**config.mk**
```make
export PLATFORM = sky130hd
export DESIGN_NAME = axis_video_out
export DESIGN_NICKNAME = d
export VERILOG_FILES = /design/src/rtl/video_pkg.sv /design/src/rtl/axis_video_fifo.sv /design/src/rtl/axis_video_out.sv
export SDC_FILE = /design/constraint.sdc
export NUM_CORES = 1
export LEC_CHECK = 0
export BUFFER_PORTS_ARGS = -buffer_cell sky130_fd_sc_hd__buf_2
export CORE_ASPECT_RATIO = 0.9
export CORE_MARGIN = 3
export CORE_UTILIZATION = 30
export CTS_BUF_LIST = sky130_fd_sc_hd__clkbuf_8
export DETAILED_ROUTE_END_ITERATION = 16
export PLACE_DENSITY = 0.51
export SLEW_MARGIN = 20
export SYNTH_ARGS = -nofsm -noshare
export SYNTH_HDL_FRONTEND = slang
export SYNTH_SLANG_ARGS = --single-unit
```
**constraint.sdc**
```tcl
create_clock -name aclk -period 12.3 [get_ports aclk]
set_clock_uncertainty 0.1 [all_clocks]
set_input_delay 1.23 -clock aclk [delete_from_list [all_inputs] [get_ports aclk]]
set_output_delay 1.23 -clock aclk [all_outputs]
set_load 0.01 [all_outputs]
```
**src/rtl/video_pkg.sv**
```systemverilog
// rtl/video_pkg.sv - shared types and default 640x480 timing for the video output path
package video_pkg;

    typedef enum logic [1:0] {
        WAIT_SOF = 2'd0,
        PRIME    = 2'd1,
        RUN      = 2'd2
    } vid_state_t;

    typedef struct packed {
        logic [7:0] r;
        logic [7:0] g;
        logic [7:0] b;
    } rgb888_t;

    // One FIFO entry: the pixel plus the start-of-frame flag it arrived with.
    typedef struct packed {
        logic    sof;
        rgb888_t pix;
    } fifo_beat_t;

    localparam int DEF_H_ACTIVE = 640;
    localparam int DEF_H_FP     = 16;
    localparam int DEF_H_SYNC   = 96;
    localparam int DEF_H_BP     = 48;
    localparam int DEF_V_ACTIVE = 480;
    localparam int DEF_V_FP     = 10;
    localparam int DEF_V_SYNC   = 2;
    localparam int DEF_V_BP     = 33;

endpackage

```
**src/rtl/axis_video_fifo.sv**
```systemverilog
// rtl/axis_video_fifo.sv - single-clock show-ahead FIFO with flush and occupancy count
// Ports: aclk/aresetn (sync, active-low); flush empties the FIFO and wins over
// any write in the same cycle; wr_en/wr_data push; rd_en pops; rd_data is the
// current head (valid while !empty); full, empty, count (0..DEPTH).
module axis_video_fifo #(
    parameter int WIDTH = 25,
    parameter int DEPTH = 16
) (
    input  logic                     aclk,
    input  logic                     aresetn,
    input  logic                     flush,
    input  logic                     wr_en,
    input  logic [WIDTH-1:0]         wr_data,
    input  logic                     rd_en,
    output logic [WIDTH-1:0]         rd_data,
    output logic                     full,
    output logic                     empty,
    output logic [$clog2(DEPTH):0]   count
);
    localparam int AW = $clog2(DEPTH);
    localparam int CW = AW + 1;

    logic [WIDTH-1:0] mem [DEPTH];
    logic [AW-1:0]    wr_ptr;
    logic [AW-1:0]    rd_ptr;
    logic             do_wr;
    logic             do_rd;

    assign full    = (count == CW'(DEPTH));
    assign empty   = (count == '0);
    // A write into a full FIFO is allowed only when a pop frees the slot that cycle.
    assign do_wr   = wr_en && (!full || rd_en);
    assign do_rd   = rd_en && !empty;
    assign rd_data = mem[rd_ptr];

    always_ff @(posedge aclk) begin
        if (do_wr) begin
            mem[wr_ptr] <= wr_data;
        end
    end

    always_ff @(posedge aclk) begin
        if (!aresetn || flush) begin
            wr_ptr <= '0;
            rd_ptr <= '0;
            count  <= '0;
        end else begin
            if (do_wr) begin
                wr_ptr <= wr_ptr + AW'(1);
            end
            if (do_rd) begin
                rd_ptr <= rd_ptr + AW'(1);
            end
            count <= count + CW'(do_wr) - CW'(do_rd);
        end
    end

endmodule

```
**src/rtl/axis_video_out.sv**
```systemverilog
// rtl/axis_video_out.sv - AXI-Stream pixel input to sync/de/RGB display timing output
// Ports: aclk (pixel clock), aresetn (sync, active-low); s_tdata/s_tvalid/
// s_tready/s_tlast/s_tuser pixel stream (tuser = start of frame, tlast unused);
// o_r/o_g/o_b pixel, o_hsync/o_vsync (active-low), o_de, o_locked.
// Build option AXIS_VIDEO_OUT_UNDERFLOW_EN adds o_underflow (sticky) and
// o_err_cnt (saturating count of underflow/misalignment events).
module axis_video_out
    import video_pkg::*;
#(
    parameter int H_ACTIVE   = DEF_H_ACTIVE,
    parameter int H_FP       = DEF_H_FP,
    parameter int H_SYNC     = DEF_H_SYNC,
    parameter int H_BP       = DEF_H_BP,
    parameter int V_ACTIVE   = DEF_V_ACTIVE,
    parameter int V_FP       = DEF_V_FP,
    parameter int V_SYNC     = DEF_V_SYNC,
    parameter int V_BP       = DEF_V_BP,
    parameter int FIFO_DEPTH = 16
) (
    input  logic        aclk,
    input  logic        aresetn,
    input  logic [23:0] s_tdata,
    input  logic        s_tvalid,
    output logic        s_tready,
    input  logic        s_tlast,
    input  logic        s_tuser,
    output logic [7:0]  o_r,
    output logic [7:0]  o_g,
    output logic [7:0]  o_b,
    output logic        o_hsync,
    output logic        o_vsync,
    output logic        o_de,
    output logic        o_locked
`ifdef AXIS_VIDEO_OUT_UNDERFLOW_EN
    ,
    output logic        o_underflow,
    output logic [15:0] o_err_cnt
`endif
);
    localparam int H_TOTAL = H_ACTIVE + H_FP + H_SYNC + H_BP;
    localparam int V_TOTAL = V_ACTIVE + V_FP + V_SYNC + V_BP;
    localparam int HW      = $clog2(H_TOTAL + 1);
    localparam int VW      = $clog2(V_TOTAL + 1);
    localparam int CW      = $clog2(FIFO_DEPTH) + 1;

    localparam logic [HW-1:0] H_LAST = HW'(H_TOTAL - 1);
    localparam logic [HW-1:0] H_ACT  = HW'(H_ACTIVE);
    localparam logic [HW-1:0] HS_BEG = HW'(H_ACTIVE + H_FP);
    localparam logic [HW-1:0] HS_END = HW'(H_ACTIVE + H_FP + H_SYNC);
    localparam logic [VW-1:0] V_LAST = VW'(V_TOTAL - 1);
    localparam logic [VW-1:0] V_ACT  = VW'(V_ACTIVE);
    localparam logic [VW-1:0] VS_BEG = VW'(V_ACTIVE + V_FP);
    localparam logic [VW-1:0] VS_END = VW'(V_ACTIVE + V_FP + V_SYNC);
    localparam logic [CW-1:0] FULL_L = CW'(FIFO_DEPTH);

    vid_state_t    state;
    logic [HW-1:0] hcnt;
    logic [VW-1:0] vcnt;

    logic          active, origin, hs_on, vs_on;
    logic          accept, push, pop, serve, pix_ok;
    logic          underflow_ev, misalign_ev, err_ev;
    fifo_beat_t    wr_beat, head;
    logic          fifo_full, fifo_empty;
    logic [CW-1:0] fifo_count, count_n;
    logic          unused_tlast;

    // Alignment comes only from tuser at frame start; line ends are implied by timing.
    assign unused_tlast = s_tlast;

    always_ff @(posedge aclk) begin
        if (!aresetn) begin
            hcnt <= '0;
            vcnt <= '0;
        end else if (hcnt == H_LAST) begin
            hcnt <= '0;
            vcnt <= (vcnt == V_LAST) ? '0 : vcnt + VW'(1);
        end else begin
            hcnt <= hcnt + HW'(1);
        end
    end

    assign active = (hcnt < H_ACT) && (vcnt < V_ACT);
    assign origin = (hcnt == '0) && (vcnt == '0);
    assign hs_on  = (hcnt >= HS_BEG) && (hcnt < HS_END);
    assign vs_on  = (vcnt >= VS_BEG) && (vcnt < VS_END);

    // PRIME serves the origin clock itself so the first pixel is not lost.
    assign serve        = active && ((state == RUN) || ((state == PRIME) && origin));
    assign underflow_ev = serve && fifo_empty;
    assign misalign_ev  = serve && !fifo_empty && head.sof && !origin;
    assign err_ev       = underflow_ev || misalign_ev;
    assign pop          = serve && !fifo_empty;
    assign pix_ok       = pop && !misalign_ev;

    assign accept  = s_tvalid && s_tready;
    assign push    = accept && ((state != WAIT_SOF) || s_tuser);
    assign wr_beat = {s_tuser, s_tdata};

    // Occupancy after this edge; s_tready is registered from it so a full
    // FIFO never sees a push it cannot take.
    assign count_n = err_ev ? '0
                   : fifo_count + CW'(push && (!fifo_full || pop)) - CW'(pop);

    axis_video_fifo #(
        .WIDTH ($bits(fifo_beat_t)),
        .DEPTH (FIFO_DEPTH)
    ) u_fifo (
        .aclk    (aclk),
        .aresetn (aresetn),
        .flush   (err_ev),
        .wr_en   (push),
        .wr_data (wr_beat),
        .rd_en   (pop),
        .rd_data (head),
        .full    (fifo_full),
        .empty   (fifo_empty),
        .count   (fifo_count)
    );

    always_ff @(posedge aclk) begin
        if (!aresetn) begin
            state    <= WAIT_SOF;
            s_tready <= 1'b0;
        end else if (err_ev) begin
            state    <= WAIT_SOF;
            s_tready <= 1'b1;
        end else begin
            case (state)
                WAIT_SOF: begin
                    if (accept && s_tuser) begin
                        state    <= PRIME;
                        s_tready <= (count_n != FULL_L);
                    end else begin
                        s_tready <= 1'b1;
                    end
                end
                PRIME: begin
                    if (origin) begin
                        state <= RUN;
                    end
                    s_tready <= (count_n != FULL_L);
                end
                RUN: begin
                    s_tready <= (count_n != FULL_L);
                end
                default: begin
                    state    <= WAIT_SOF;
                    s_tready <= 1'b1;
                end
            endcase
        end
    end

    assign o_locked = (state == RUN);

    always_ff @(posedge aclk) begin
        if (!aresetn) begin
            o_de    <= 1'b0;
            o_hsync <= 1'b1;
            o_vsync <= 1'b1;
            o_r     <= '0;
            o_g     <= '0;
            o_b     <= '0;
        end else begin
            o_de    <= active;
            o_hsync <= !hs_on;
            o_vsync <= !vs_on;
            o_r     <= pix_ok ? head.pix.r : 8'd0;
            o_g     <= pix_ok ? head.pix.g : 8'd0;
            o_b     <= pix_ok ? head.pix.b : 8'd0;
        end
    end

`ifdef AXIS_VIDEO_OUT_UNDERFLOW_EN
    always_ff @(posedge aclk) begin
        if (!aresetn) begin
            o_underflow <= 1'b0;
            o_err_cnt   <= '0;
        end else if (err_ev) begin
            o_underflow <= 1'b1;
            if (o_err_cnt != 16'hFFFF) begin
                o_err_cnt <= o_err_cnt + 16'd1;
            end
        end
    end
`endif

endmodule

```
==> flow_summary.yaml, run 1 <==
clock_tree:
  cts_tree: "yes"
  postCtsSetupRepairBufs: 0
  clockBufferDepth: 3
  ctsHoldBuffers: 0
  cts_buffers: 81
  cts-root-buf: "clkbuf_8"
  cts_max_level: 3
  cts.sinks: 467
  clkTransAtPathRegs_ps: 60
  insertion_delay_ps: 640
  cts_resized: 0
setup_path:
  crit_chain: "or4_4 -> or4_4 -> o21ai_1 -> a21oi_1 -> buf_4 -> nor2_1 -> ha_1 -> ha_1 -> inv_1 -> ha_1 -> nand2_1 -> a2111oi_0 -> a31oi_1 -> o21a_1"
  cp_common_cell: "ha_1"
  path_class: "flop to flop"
  critPathArrivalTime_ps: 4630
  required_ps: 12730
  startpoint_type: "flop"
  setup.worst_path.end_class: "flop"
  path_max_fanout: 13
  slowest_delay_ps: 570
  slowest_stage: "or4_4"
synth:
  syn_area_per_cell_sq_um: 19.1
  yosys.cell_types.count: 48
  synth_edf_count: 400
  synth_warnings: 0
  yosysSeqAreaShare_pct: 73.4
  netlist_instances: 952
  synth_area_sq_mm: 0.0182
  ys_seq_elements: 467
  synthArstFlopShare_pct: 0
  synthesis.nets: 1000
  synth_ff_type: "edfxtp_1"
floorplan:
  dieArea_sq_mm: 0.0636
  ios: 58
  core_sq_mm: 0.0592
  start_util_pct: 30.7
  rows: 84
  dieHeight_um: 240
  die_w_um: 266
grt:
  grt_pass1_wl_mm: 63.2
  track_usage_pct: 13.5
  grt_max_degree: 61
  grt-ovfl-total: 0
  antenna_found_initial: 2
  grt_pass1_vias: 9804
final_layout:
  area_growth_pct: 15.9
  num-fill-cells: 5615
  multi_input_area_sq_mm: 0.00471
  drive_gt1_share_pct: 29.3
  seq_area_sq_mm: 0.0134
  utilization_pct: 35.6
  nNetsFinal: 1123
  final_common_cell: "edfxtp_1"
  final_cell_mix: "400 x edfxtp_1, 124 x mux4_2, 88 x clkbuf_8, 63 x dfxtp_1, 56 x buf_2"
sta:
  maxSlewViolCount: 0
  tightest_slew_ps: 950
  min_period_ps: 4200
  setup_violations: 0
  fmax_mhz: 238
  min_period_over_period_pct: 34.2
  finalSetupTns_ps: 0
  slew_headroom_pct: 36.6
  fin_ws_ps: 8100
  fin_hold_ws_ps: 382
  report.final.hold_viol_count: 0
  rsz0062_at_grt: "no"
drt:
  antenna_left: 0
  viasPerCell: 4.80
  detail_route.wl_per_cell_um: 21.8
  post-route-drc-count: 0
  dr_total_vias: 9190
  drtPass1Iterations: 5
  drt_iter0_drc: 662
  wl_mm: 41.7
placed_design:
  dp_slack_ps: 7850
  port_buffers: 56
  dp.final_hpwl_mm: 21.5
  routabilityCongestion: 0.716
worst_hold_path:
  hp-class: "flop to flop"
flow_run:
  drv_cap: 0
power_and_ir_drop:
  leakagePower_nw: 6.74
  ir_drop_uv: 68.6
  pwr_density_cell_mw_per_mm2: 158
status:
  status: "finished, final reports clean"
## per-layer routing
| layer | track usage, % | vias to the layer above | share of wire (%) |
|---|---|---|---|
| met2 | 21.6 | 189 | 48 |
| met1 | 18.4 | 4816 | 46 |
| met3 | 3.01 | 74 | 4.2 |
| met5 | 0 | - | 0.048 |
| li1 | - | 4109 | - |
| met4 | 3.96 | 2 | 2.0 |
## worst max-delay path, delay by kind of cell, from the launching register on
kind | cells | cell delay, ps
compound gates | 5 | 1360
simple gates | 4 | 1340
fa+ha+maj | 3 | 640
flops | 1 | 350
buf+inv | 2 | 290
## cell type report
class | count | area share, %
well taps | 774 | 4.59
repair buffers | 86 | 2.40
multi-input cells | 425 | 22.4
clock buffers | 88 | 5.75
clock inverters | 60 | 1.26
flip-flops and latches | 467 | 63.4
diodes | 1 | 0.0119
inverters | 14 | 0.249
## report_power, final
group	total (mW)	switching (mW)	internal, mW
logic	0.281	0.160	0.122
clock network	1.29	0.609	0.677
registers	1.77	0.0198	1.75
total	3.33	0.789	2.55
## synth_stat cells, types with 2 or more instances
cell	number	share of area, %
nor4_1	4	0.14
clkbuf_1	28	0.58
o21ai_0	4	0.11
nand2_1	52	1.1
mux4_2	124	15
o31ai_1	3	0.12
buf_1	10	0.21
inv_1	14	0.29
a21boi_0	3	0.12
or4_1	3	0.12
nor3b_1	2	0.083
o21a_1	2	0.083
xor2_1	14	0.67
nand3_1	24	0.66
nor2_1	50	1.0
xnor2_1	9	0.43
o211ai_1	2	0.083
o22a_1	2	0.096
a2111oi_0	2	0.096
and4_1	2	0.096
or4_4	2	0.12
ha_1	19	1.3
nand4_1	12	0.41
a21oi_1	11	0.30
a22oi_1	2	0.083
buf_2	8	0.22
or2_2	3	0.10
a211oi_1	6	0.25
nor2b_1	7	0.24
dfxtp_1	67	7.4
a21o_1	3	0.12
nand2b_1	5	0.17
edfxtp_1	400	66
and3_1	6	0.21
nor3_1	28	0.77
and2_1	7	0.24
## final timing paths
path,startpoint,endpoint,slack [ps],depth (start not counted)
setup reg to reg,vcnt[4],s_tready,8100,14
setup / recovery,vcnt[4],s_tready,8100,14
hold / removal,hcnt[0],hcnt[0],380,1
hold reg to reg,hcnt[0],hcnt[0],380,1
## registers in the layout, summed over array words and instances, names as in the netlist, 2 cells and up, named ones only
signal	cells
o_g	8
u_fifo.rd_ptr	4
o_b	8
hcnt	10
u_fifo.count	5
vcnt	10
u_fifo.wr_ptr	4
state	2
u_fifo.mem	400
o_r	8
## per-stage QoR
step,instances,power (mW),cell area (sq um)
floorplan,952,1.99,18200
global placement,1766,2.09,19600
detailed placement,1766,2.09,19600
CTS,1914,3.39,21100
global route,1914,3.50,21100
finish,1915,3.33,21100
## kinds of logic (layout without fill, tap and decap cells)
group                    after synthesis  count (layout)  synth area share, %
AO/OA/AOI/OAI                         48              48                 1.86
XOR/XNOR                              23              23                 1.11
adder cells (fa/ha/maj)               19              19                 1.31
buffers and inverters                 60             248                 1.29
flip-flops                           467             467                 73.4
multiplexers                         124             124                 15.4
other                                  0               1                    0
AND/OR/NAND/NOR                      211             211                 5.67
(Power assumes the default switching activity.)
==> run 2: changes to the inputs <==
==> constraint.sdc (replaced) <==
create_clock -name aclk -period 4 [get_ports aclk]
set_clock_uncertainty 0.1 [all_clocks]
set_input_delay 0.4 -clock aclk [delete_from_list [all_inputs] [get_ports aclk]]
set_output_delay 0.4 -clock aclk [all_outputs]
set_load 0.01 [all_outputs]
==> run 2 against run 1 <==
  * First-iteration DRC count grew 11%
  * Critical path depth shrank 1
  * Global-route usage grew 0.098 points
  * Sequential cell count is the same
  * Routed wire length grew 0.37%
  * Clock-buffer cell count shrank 3
  * Final cell count grew 1.1%
  * Fmax grew 19%
  * Total power grew to 3.1 times the previous value
  * Die area is the same
  * Critical endpoint unchanged
==> flow_summary.yaml, run 2 (same netlist as run 1, synthesis figures left out) <==
setup_path:
  path_buf_inv: 1
  reg2reg_slack_ps: 460
  critPathArrivalTime_ps: 3990
  startpoint_type: "flop"
  rr_endpoint: "s_tready"
  path_class: "flop to flop"
  path_max_fanout: 6
  cp_common_cell: "ha_1"
  reg2reg_depth: 13
  crit_chain: "or4_4 -> or4_4 -> o21ai_1 -> a21oi_1 -> nor2_1 -> ha_1 -> ha_1 -> inv_1 -> ha_1 -> nand2_1 -> a2111oi_0 -> a31oi_1 -> o21a_1"
  slowest_stage: "or4_4"
  critPathTopFamily: "simple AND/OR/NAND/NOR gates"
  setup.worst_path.end_class: "flop"
  required_ps: 4440
  slowest_delay_ps: 580
  reg2reg_from: "vcnt[5]"
drt:
  detail_route.wl_per_cell_um: 21.6
  antenna_left: 0
  drtPass1Iterations: 5
  drt_iter0_drc: 737
  dr_total_vias: 9395
  wl_mm: 41.8
  viasPerCell: 4.85
  post-route-drc-count: 0
grt:
  grt_pass1_wl_mm: 63.9
  grt_max_degree: 54
  track_usage_pct: 13.6
  grt-ovfl-total: 0
  antenna_found_initial: 5
  grt_pass1_vias: 10000
final_layout:
  nNetsFinal: 1145
  final_cell_mix: "400 x edfxtp_1, 124 x mux4_2, 85 x clkbuf_8, 63 x dfxtp_1, 56 x buf_2"
  top_regs: "u_fifo.mem: 400 flops, hcnt: 10 flops, vcnt: 10 flops"
  top_register: "u_fifo.mem"
  drive_gt1_share_pct: 29.9
  area_growth_pct: 17.3
  design_area_sq_mm: 0.0213
  largest_reg_flops: 400
  final_common_cell: "edfxtp_1"
  utilization_pct: 36.1
clock_tree:
  cts_resized: 0
  cts_max_level: 3
  clkTransAtPathRegs_ps: 60
  postCtsSetupRepairBufs: 0
  cts-root-buf: "clkbuf_8"
  cts.sinks: 467
  ctsHoldBuffers: 14
  cts_buffers: 80
  clockBufferDepth: 3
  cts_tree: "yes"
  insertion_delay_ps: 650
placed_design:
  dpl-instance-area_sq_mm: 0.0197
  port_buffers: 56
  dp.final_hpwl_mm: 22.6
  routabilityCongestion: 0.765
sta:
  finalSetupTns_ps: 0
  fmax_mhz: 282
  report.final.hold_viol_count: 0
  setup_violations: 0
  min_period_over_period_pct: 88.6
  tightest_slew_ps: 780
  maxSlewViolCount: 0
  rsz0062_at_grt: "no"
  slew_headroom_pct: 48.0
  min_period_ps: 3540
power_and_ir_drop:
  p_switching_mw: 2.45
  leakagePower_nw: 6.82
  power_frac_comb_pct: 9.1
  pwr_density_cell_mw_per_mm2: 484
  ir_drop_uv: 214
  seq_power_share_pct: 52.5
  internal_power_mw: 7.87
  clkPwrFrac_pct: 38.4
  switching_share_pct: 23.8
floorplan:
  dieArea_sq_mm: 0.0636
  dieHeight_um: 240
  die_w_um: 266
  rows: 84
  ios: 58
  core_sq_mm: 0.0592
  start_util_pct: 30.7
flow_run:
  drv_cap: 0
worst_hold_path:
  hold_depth: 1
  hp-class: "primary input to flop"
  min_from: "s_tdata[0]"
  min_to: "u_fifo.mem[13][0]"
status:
  status: "finished, final reports clean"
## run 2: worst max-delay path by stage
stage / to / cells after the start / startpoint / slack (ps)
2_1_floorplan: u_fifo.mem[13][0] / 6 / vcnt[4] / -470
3_3_place_gp: s_tready / 13 / vcnt[4] / 500
3_5_place_dp: s_tready / 13 / vcnt[5] / 490
4_1_cts: s_tready / 13 / vcnt[5] / 460
5_1_grt: s_tready / 15 / hcnt[0] / 140
6_report: s_tready / 13 / vcnt[5] / 460
## run 2: final cells by class
class	instances	area (sq um)
Tap cell	774	968
Timing Repair Buffer	109	776
Fill cell	5499	37800
Clock buffer	85	1170
Inverter	14	52.6
Clock inverter	59	297
Multi-Input combinational cell	425	4710
Sequential cell	467	13400
Antenna cell	3	7.51
## run 2: power groups by stage
stage / Clock [mW] / Combinational (mW) / Sequential [mW]
3_3_place_gp: 0 / 0.941 / 5.52
3_5_place_dp: 0 / 0.949 / 5.52
4_1_cts: 4.12 / 0.964 / 5.42
2_1_floorplan: 0 / 0.615 / 5.51
6_report: 3.96 / 0.944 / 5.42
5_1_grt: 4.34 / 1.05 / 5.42
## run 2: through the flow
stage | hold slack (ps) | power, mW | instances | setup WS [ps]
floorplan | 321 | 6.13 | 952 | -475
global placement | 364 | 6.46 | 1775 | 501
detailed placement | 367 | 6.47 | 1775 | 493
CTS | 0.387 | 10.5 | 1933 | 461
global route | 9.78 | 10.8 | 1935 | 141
finish | 46.8 | 10.3 | 1936 | 457
## run 2: metal layers
metal  track usage [%]  vias to the layer above  routed length [um]
li1                  -                     4152                   -
met1              18.9                     4964               19700
met2              21.2                      195               19600
met3              2.87                       80                1550
met4              4.48                        4                 960
met5                 0                        -                  29
